### src/rtl/digit_pkg.sv
// Shared types and constants for the digit detector: FSM states, bus widths, defaults.
package digit_pkg;

  localparam int unsigned ADDR_W = 5;
  localparam int unsigned ACT_W  = 4;
  localparam int unsigned DIGIT_W = 4;
  localparam int unsigned IDX_W  = 4;

  localparam int unsigned DEF_BASE_ADDR = 8;
  localparam int unsigned DEF_NUM_OUT   = 10;
  localparam int unsigned DEF_THRESHOLD = 4;

  localparam logic [DIGIT_W-1:0] REJECT_DIGIT = 4'hF;

  typedef enum logic [1:0] {
    IDLE   = 2'd0,
    SCAN   = 2'd1,
    REPORT = 2'd2
  } state_t;

endpackage

### src/rtl/digit_detector_if.sv
// Network-controller / sigmoid-file / result bus seen by the digit detector.
interface digit_detector_if;
  import digit_pkg::*;

  logic               network_done;
  logic               network_calc;
  logic [ACT_W-1:0]   sigmoid_rdata;
  logic [ADDR_W-1:0]  sigmoid_rd_addr;
  logic               busy;
  logic [DIGIT_W-1:0] digit;
  logic [ACT_W-1:0]   confidence;
  logic               digit_valid;

  // Driver side: network controller, sigmoid register file, result consumer.
  modport master (
    output network_done, network_calc, sigmoid_rdata,
    input  sigmoid_rd_addr, busy, digit, confidence, digit_valid
  );

  // Detector side.
  modport slave (
    input  network_done, network_calc, sigmoid_rdata,
    output sigmoid_rd_addr, busy, digit, confidence, digit_valid
  );
endinterface

### src/rtl/digit_detector.sv
// Scans output-neuron activations after each network run and reports the argmax.
// Optional build macro DIGIT_DETECTOR_THRESHOLD_EN rejects weak winners with digit 4'hF.
module digit_detector
  import digit_pkg::*;
#(
  parameter int unsigned BASE_ADDR = DEF_BASE_ADDR,
  parameter int unsigned NUM_OUT   = DEF_NUM_OUT,
  parameter int unsigned THRESHOLD = DEF_THRESHOLD
) (
  input  logic             clk,
  input  logic             n_rst,
  digit_detector_if.slave  bus
);

  localparam logic [ADDR_W-1:0] ADDR0    = ADDR_W'(BASE_ADDR);
  localparam logic [IDX_W-1:0]  LAST_IDX = IDX_W'(NUM_OUT - 1);

  if (NUM_OUT < 1 || NUM_OUT > 16 || THRESHOLD > 16 || (BASE_ADDR + NUM_OUT) > 32) begin : g_param_check
    $error("digit_detector: illegal parameter combination");
  end

  state_t             state;
  logic [IDX_W-1:0]   idx;
  logic [ACT_W-1:0]   run_max;
  logic [IDX_W-1:0]   run_idx;
  logic               done_q;
  logic [ADDR_W-1:0]  rd_addr;
  logic               busy;
  logic [DIGIT_W-1:0] digit;
  logic [ACT_W-1:0]   confidence;
  logic               digit_valid;

  logic               start_c;
  logic [ACT_W-1:0]   new_max_c;
  logic [IDX_W-1:0]   new_idx_c;
  logic [DIGIT_W-1:0] report_digit_c;

  // Strictly-greater update keeps the lowest index on ties.
  always_comb begin
    start_c   = (state == IDLE) && bus.network_done && !done_q && !bus.network_calc;
    new_max_c = run_max;
    new_idx_c = run_idx;
    if (bus.sigmoid_rdata > run_max) begin
      new_max_c = bus.sigmoid_rdata;
      new_idx_c = idx;
    end
`ifdef DIGIT_DETECTOR_THRESHOLD_EN
    report_digit_c = (new_max_c < ACT_W'(THRESHOLD)) ? REJECT_DIGIT : DIGIT_W'(new_idx_c);
`else
    report_digit_c = DIGIT_W'(new_idx_c);
`endif
  end

  // Result is latched on the last scan edge so it is already stable during REPORT.
  always_ff @(posedge clk) begin
    if (!n_rst) begin
      state       <= IDLE;
      idx         <= '0;
      run_max     <= '0;
      run_idx     <= '0;
      done_q      <= 1'b1;
      rd_addr     <= '0;
      busy        <= 1'b0;
      digit       <= '0;
      confidence  <= '0;
      digit_valid <= 1'b0;
    end else begin
      done_q      <= bus.network_done;
      digit_valid <= 1'b0;
      case (state)
        IDLE: begin
          if (start_c) begin
            state   <= SCAN;
            idx     <= '0;
            run_max <= '0;
            run_idx <= '0;
            busy    <= 1'b1;
            rd_addr <= ADDR0;
          end
        end
        SCAN: begin
          if (bus.network_calc) begin
            state   <= IDLE;
            busy    <= 1'b0;
            rd_addr <= '0;
          end else begin
            run_max <= new_max_c;
            run_idx <= new_idx_c;
            if (idx == LAST_IDX) begin
              state       <= REPORT;
              rd_addr     <= '0;
              digit       <= report_digit_c;
              confidence  <= new_max_c;
              digit_valid <= 1'b1;
            end else begin
              idx     <= idx + IDX_W'(1);
              rd_addr <= rd_addr + ADDR_W'(1);
            end
          end
        end
        REPORT: begin
          state <= IDLE;
          busy  <= 1'b0;
        end
        default: begin
          state   <= IDLE;
          busy    <= 1'b0;
          rd_addr <= '0;
        end
      endcase
    end
  end

  assign bus.sigmoid_rd_addr = rd_addr;
  assign bus.busy            = busy;
  assign bus.digit           = digit;
  assign bus.confidence      = confidence;
  assign bus.digit_valid     = digit_valid;

endmodule

### src/flat_wrapper.sv
// flat-port wrapper written by rule: the top's interface ports become plain ports
module digit_detector_flat import digit_pkg::*;
#(
  parameter int unsigned BASE_ADDR = DEF_BASE_ADDR,
  parameter int unsigned NUM_OUT   = DEF_NUM_OUT,
  parameter int unsigned THRESHOLD = DEF_THRESHOLD
)
  (clk, n_rst, bus_network_done, bus_network_calc, bus_sigmoid_rdata, bus_sigmoid_rd_addr, bus_busy, bus_digit, bus_confidence, bus_digit_valid);
  digit_detector_if bus_i ();
  input  logic clk;
  input  logic n_rst;
  input wire logic [$bits(bus_i.network_done)-1:0] bus_network_done;
  input wire logic [$bits(bus_i.network_calc)-1:0] bus_network_calc;
  input wire logic [$bits(bus_i.sigmoid_rdata)-1:0] bus_sigmoid_rdata;
  output wire logic [$bits(bus_i.sigmoid_rd_addr)-1:0] bus_sigmoid_rd_addr;
  output wire logic [$bits(bus_i.busy)-1:0] bus_busy;
  output wire logic [$bits(bus_i.digit)-1:0] bus_digit;
  output wire logic [$bits(bus_i.confidence)-1:0] bus_confidence;
  output wire logic [$bits(bus_i.digit_valid)-1:0] bus_digit_valid;
  assign bus_i.network_done = bus_network_done;
  assign bus_i.network_calc = bus_network_calc;
  assign bus_i.sigmoid_rdata = bus_sigmoid_rdata;
  assign bus_sigmoid_rd_addr = bus_i.sigmoid_rd_addr;
  assign bus_busy = bus_i.busy;
  assign bus_digit = bus_i.digit;
  assign bus_confidence = bus_i.confidence;
  assign bus_digit_valid = bus_i.digit_valid;
  digit_detector #(.BASE_ADDR(BASE_ADDR), .NUM_OUT(NUM_OUT), .THRESHOLD(THRESHOLD)) u_core (.clk(clk), .n_rst(n_rst), .bus(bus_i));
endmodule
### config.mk
export PLATFORM = sky130hd
export DESIGN_NAME = digit_detector_flat
export DESIGN_NICKNAME = d
export VERILOG_FILES = /design/src/rtl/digit_pkg.sv /design/src/rtl/digit_detector_if.sv /design/src/rtl/digit_detector.sv /design/src/flat_wrapper.sv
export SDC_FILE = /design/constraint.sdc
export NUM_CORES = 1
export LEC_CHECK = 0
export BUFFER_PORTS_ARGS = -buffer_cell sky130_fd_sc_hd__buf_2
export CAP_MARGIN = 30
export CORE_MARGIN = 2
export CORE_UTILIZATION = 29
export CTS_CLUSTER_DIAMETER = 120
export DETAILED_ROUTE_END_ITERATION = 6
export PLACE_DENSITY = 0.44
export SLEW_MARGIN = 25
export SYNTH_ARGS = -nofsm -noshare
export SYNTH_HDL_FRONTEND = slang
export SYNTH_SLANG_ARGS = --single-unit
### constraint.sdc
create_clock -name clk -period 2.9 [get_ports clk]
set_input_delay 0.145 -clock clk [delete_from_list [all_inputs] [get_ports clk]]
set_output_delay 0.145 -clock clk [all_outputs]
set_load 0.01 [all_outputs]
; After elaboration in Yosys (flattened, before gate mapping)
; Index checks and enable logic that the tools add are counted.
[totals]
register_bits = 30
input_bits = 8
output_inout_bits = 15
[op_classes]
add_sub_neg = 2
order_cmp = 1
eq_ne = 8
mux = 22
n_bitwise = 4
reduce_logical = 14
[op_table]
columns = operator, count
row1 = $mux 4, 7
row2 = $pmux 4 s2, 3
row3 = $mux 5, 3
row4 = $pmux 5 s3, 1
row5 = $mux 2, 3
row6 = $ne 2x2->1 const B, 3
row7 = $reduce_and 2->1, 3
row8 = $reduce_and 3->1, 2
row9 = $add 5x1->5 const B, 1
row10 = $add 4x1->4 const B, 1
row11 = $eq 4x4->1 const B, 1
row12 = $gt 4x4->1, 1
row13 = $not 1->1, 4
row14 = $pmux 2 s2, 1
row15 = $reduce_and 4->1, 1
row16 = $logic_and 1x1->1, 3
row17 = $mux 1, 3
row18 = $ne 3x2->1 const B, 1
row19 = $reduce_or 3->1, 1
row20 = $eq 2x1->1 const B, 1
row21 = $eq 2x2->1 const B, 1
row22 = $logic_not 1->1, 2
row23 = $logic_not 2->1, 1
row24 = $ne 2x1->1 const B, 1
row25 = other kinds (2), 2

; Logic depth before layout (Yosys ltp)
[logic_depth]
word_depth = 6
depth_mapped = 8
depth_no_buf = 7

; Worst setup path before layout
; No wires, ideal clock.
[synth_path]
path_kind = register to register
start = register u_core.run_max[1]
end = register u_core.confidence[0], in the netlist u_core.bus.confidence[0]
setup_time_ns = 0.121
arrival_time_ns = 1.576
t_required_ns = 2.779
slack_ns = 1.203
stages_incl_launch_ff = 8
synth_period_minus_slack_ns = 1.697
path_cell_list = dfxtp_1 > inv_1 > ha_1 > nor2b_1 > o211ai_1 > a21oi_2 > mux2i_1 > a21oi_1
[synth_via]
elab_chain_len = 2
[synth_lines]
columns = element, line_no
row1 = "start, declared", digit_detector.sv:24  ; logic [ACT_W-1:0] run_max;
row2 = "start signal, assigned", digit_detector.sv:87  ; run_max <= new_max_c;
row3 = $gt 4x4->1, digit_detector.sv:43  ; if (bus.sigmoid_rdata > run_max) begin
row4 = $mux 4, digit_detector.sv:43
row5 = "end signal, assigned", digit_detector.sv:93  ; confidence <= new_max_c;
row6 = "end, declared", digit_detector.sv:30  ; logic [ACT_W-1:0] confidence;
; No other way between the ends.
; A chain may end at the register's enable or synchronous reset.

; Worst setup path after layout
[layout_path]
start = register u_core.run_max[1]
end = register u_core.confidence[2], in the netlist u_core.bus.confidence[2]
; Same word-level chain as after synthesis.

==> run metrics <==
clock transition at the registers of the reported paths=around 0.06 ns; RSZ-0062 raised after global routing=no; skew final=0.00447 ns; Post-synth ARST share=0%; Layout area overhead=17.4%; Die ar.=5290 um^2; H-tree Lvls=2; Leak Pwr=0.665 nW; reg2reg path depth=7; port bufs=22; crit path DAT=2.07 ns; Critical Path RT=3.05 ns; clk buf depth=2; Avg Inst Size Synth=slightly below 9 um^2; slowest CP cell=a21oi_2; P per Cell Area=507 nW/um^2; register area share after synthesis=43.8%; Final Util=34.7%; minimum clock period=1.92 ns; Cell variety after synth=36; Slew Limit Fails=0; die height=slightly above 70 um; Post-CTS Setup Repair Bufs=0; Die W=72.7 um; vias in the first global route=between 1000 and 1500; Residual DRC=0; critical path launch point type=flip-flop; status=finished, final reports clean; Initial DRC Count=28; Max Clock Freq=0.521 GHz; reg2reg end=u_core.bus.confidence[2]; first-pass GRT wire length=roughly 5000 um; clk_lat worst skew=0.28 ns; CTS tree=yes; detailed placement HPWL=2110 um; worst vdd ir=0.301 mV; remaining global-route overflow=0; Routed wire per std cell=13.0 um; Post-synth EDFFs=0; total wire length=2990 um; R2R Setup Slk=slightly below 1 ns; # nets final=about 190; # Max-Cap Violations=0; GP Congestion=a little under 0.7; commonest non-fill, non-tap cell in the layout=dfxtp_1; worst reg2reg startpoint=u_core.run_max[1]; FF+latch count, synth=30; hold slack=approximately 0.055 ns; Top Family by Delay on Critical Path=compound AO/OA/AOI/OAI gates; worst-path maximum fanout=8; crit end category=flip-flop; critical path, cell by cell=inv_1, ha_1, nor2b_1, o211ai_1, a21oi_2, mux2i_1, a21oi_1; Vias=1118; final hold vios=0; Slew HR=48.7%; Cells after Synth=153; pin count of the biggest net entering global routing=30; Least-Margin Pin Slew=0.768 ns; crit path kind=flip-flop to flip-flop; fin crit share=66.2%; Synth Flop Type=dfxtp_1; hold_sp=bus_network_done; number of diodes=0; Core ar.=4630 um^2; Ys Warns=0; Vias/cell=about 4.8; Synth Cell Area=between 1000 and 1500 um^2; Post-Layout Cell Count=231; DP Cell Count=223; floorplan row count=25; setup TNS=0 ns; # IOs=23; Starting Density=slightly below 30%; CTS Buf Count=5; Antenna Violating Nets Remaining=0; Hold/Removal Path Class=primary input to flip-flop; Worst Setup SP=u_core.run_max[1]; clock sinks=30; slowest cell delay on critical path=0.48 ns; most frequent cells in the layout=30 x dfxtp_1, 22 x buf_2, 19 x o21ai_0; buffers and inverters on the worst path=1; antenna violations before repair=0; root buf cell=clkbuf_8; layout cells sized above 1=between 10% and 20%; drt first pass iters=4; hold buffers post-CTS=0; Syn Nets=168; All-Layer GR Usage=12.8%; Setup-failing EPs final=0; hold endpoint=u_core.done_q; Worst Hold Depth=2; post-CTS sizing=0
worst register-to-register path, cell delays in order, from the launching register on:
cell and delay [ns]:
dfxtp_1 0.35, inv_1 0.05, ha_1 0.28, nor2b_1 0.13
o211ai_1 0.16, a21oi_2 0.48, mux2i_1 0.25, a21oi_1 0.08
worst max path at each step:
stage                                           to  slack, ns  depth (start not counted)
final                     u_core.bus.confidence[2]       0.98                          7
after global routing             u_core.run_idx[2]       0.81                          7
after CTS                      u_core.bus.digit[0]       0.96                          7
after detailed placement  u_core.bus.confidence[2]       0.96                          7
after global placement         u_core.bus.digit[0]       1.03                          7
after floorplan           u_core.bus.confidence[0]       1.20                          7
logic make-up (layout without fill, tap and decap cells):
family,after synthesis,count (layout),synth area share [%]
and+or+nand+nor,56,56,22.6
adders and majority gates,7,7,6.39
DFF,30,30,43.8
xor gates and xnor gates,2,2,1.28
buffers and inverters,12,36,3.93
muxes,6,6,4.38
AOI/OAI and AO/OA,40,40,17.5
registers in the layout (all words and copies together), names as in the netlist:
register and count:
u_core.done_q 1, u_core.idx 4, u_core.bus.digit_valid 1, u_core.bus.digit 4, u_core.bus.sigmoid_rd_addr 5, u_core.bus.busy 1
u_core.run_max 4, u_core.state 2, u_core.bus.confidence 4, u_core.run_idx 4
synthesized netlist by cell type, types with 4 or more instances:
cell type / instances / share of area (%)
dfxtp_1: 30 / 44
ha_1: 7 / 6.4
nand3_1: 10 / 3.7
nor2b_1: 7 / 3.2
inv_1: 6 / 1.6
o21ai_0: 19 / 6.9
a21oi_1: 10 / 3.7
and2_1: 4 / 1.8
clkbuf_1: 4 / 1.1
mux2i_1: 6 / 4.4
nor2_1: 6 / 1.6
nand2_1: 13 / 3.6
layout make-up:
cell class / count / area [um^2]
flip-flops and latches: 30 / 601
fillers: 504 / 3020
multi-input cells: 111 / 716
inverters: 6 / 22.5
clock inverters: 1 / 5.00
well taps: 54 / 67.6
repair buffers: 22 / 110
clock buffers: 7 / 86.3
through the flow:
stage | total power [mW] | area, um^2 | setup WS (ns)
6_report | 0.815 | 1610 | 0.981
5_1_grt | 0.852 | 1610 | 0.812
4_1_cts | 0.828 | 1610 | 0.963
3_5_place_dp | 0.476 | 1520 | 0.962
3_3_place_gp | 0.475 | 1520 | 1.03
2_1_floorplan | 0.460 | 1370 | 1.20
metal layers:
layer / vias up / GRT usage (%) / share of wire, %
met5: - / 0 / 0
met4: 0 / 7.61 / 2.0
met3: 5 / 4.01 / 5.7
met2: 31 / 18.9 / 43
met1: 505 / 16.2 / 49
li1: 577 / - / -
power by group:
part           switching (mW)  internal (mW)
logic                  0.0291         0.0191
registers             0.00247          0.415
clock network           0.159          0.191
Power figures use the tool's default switching activity.
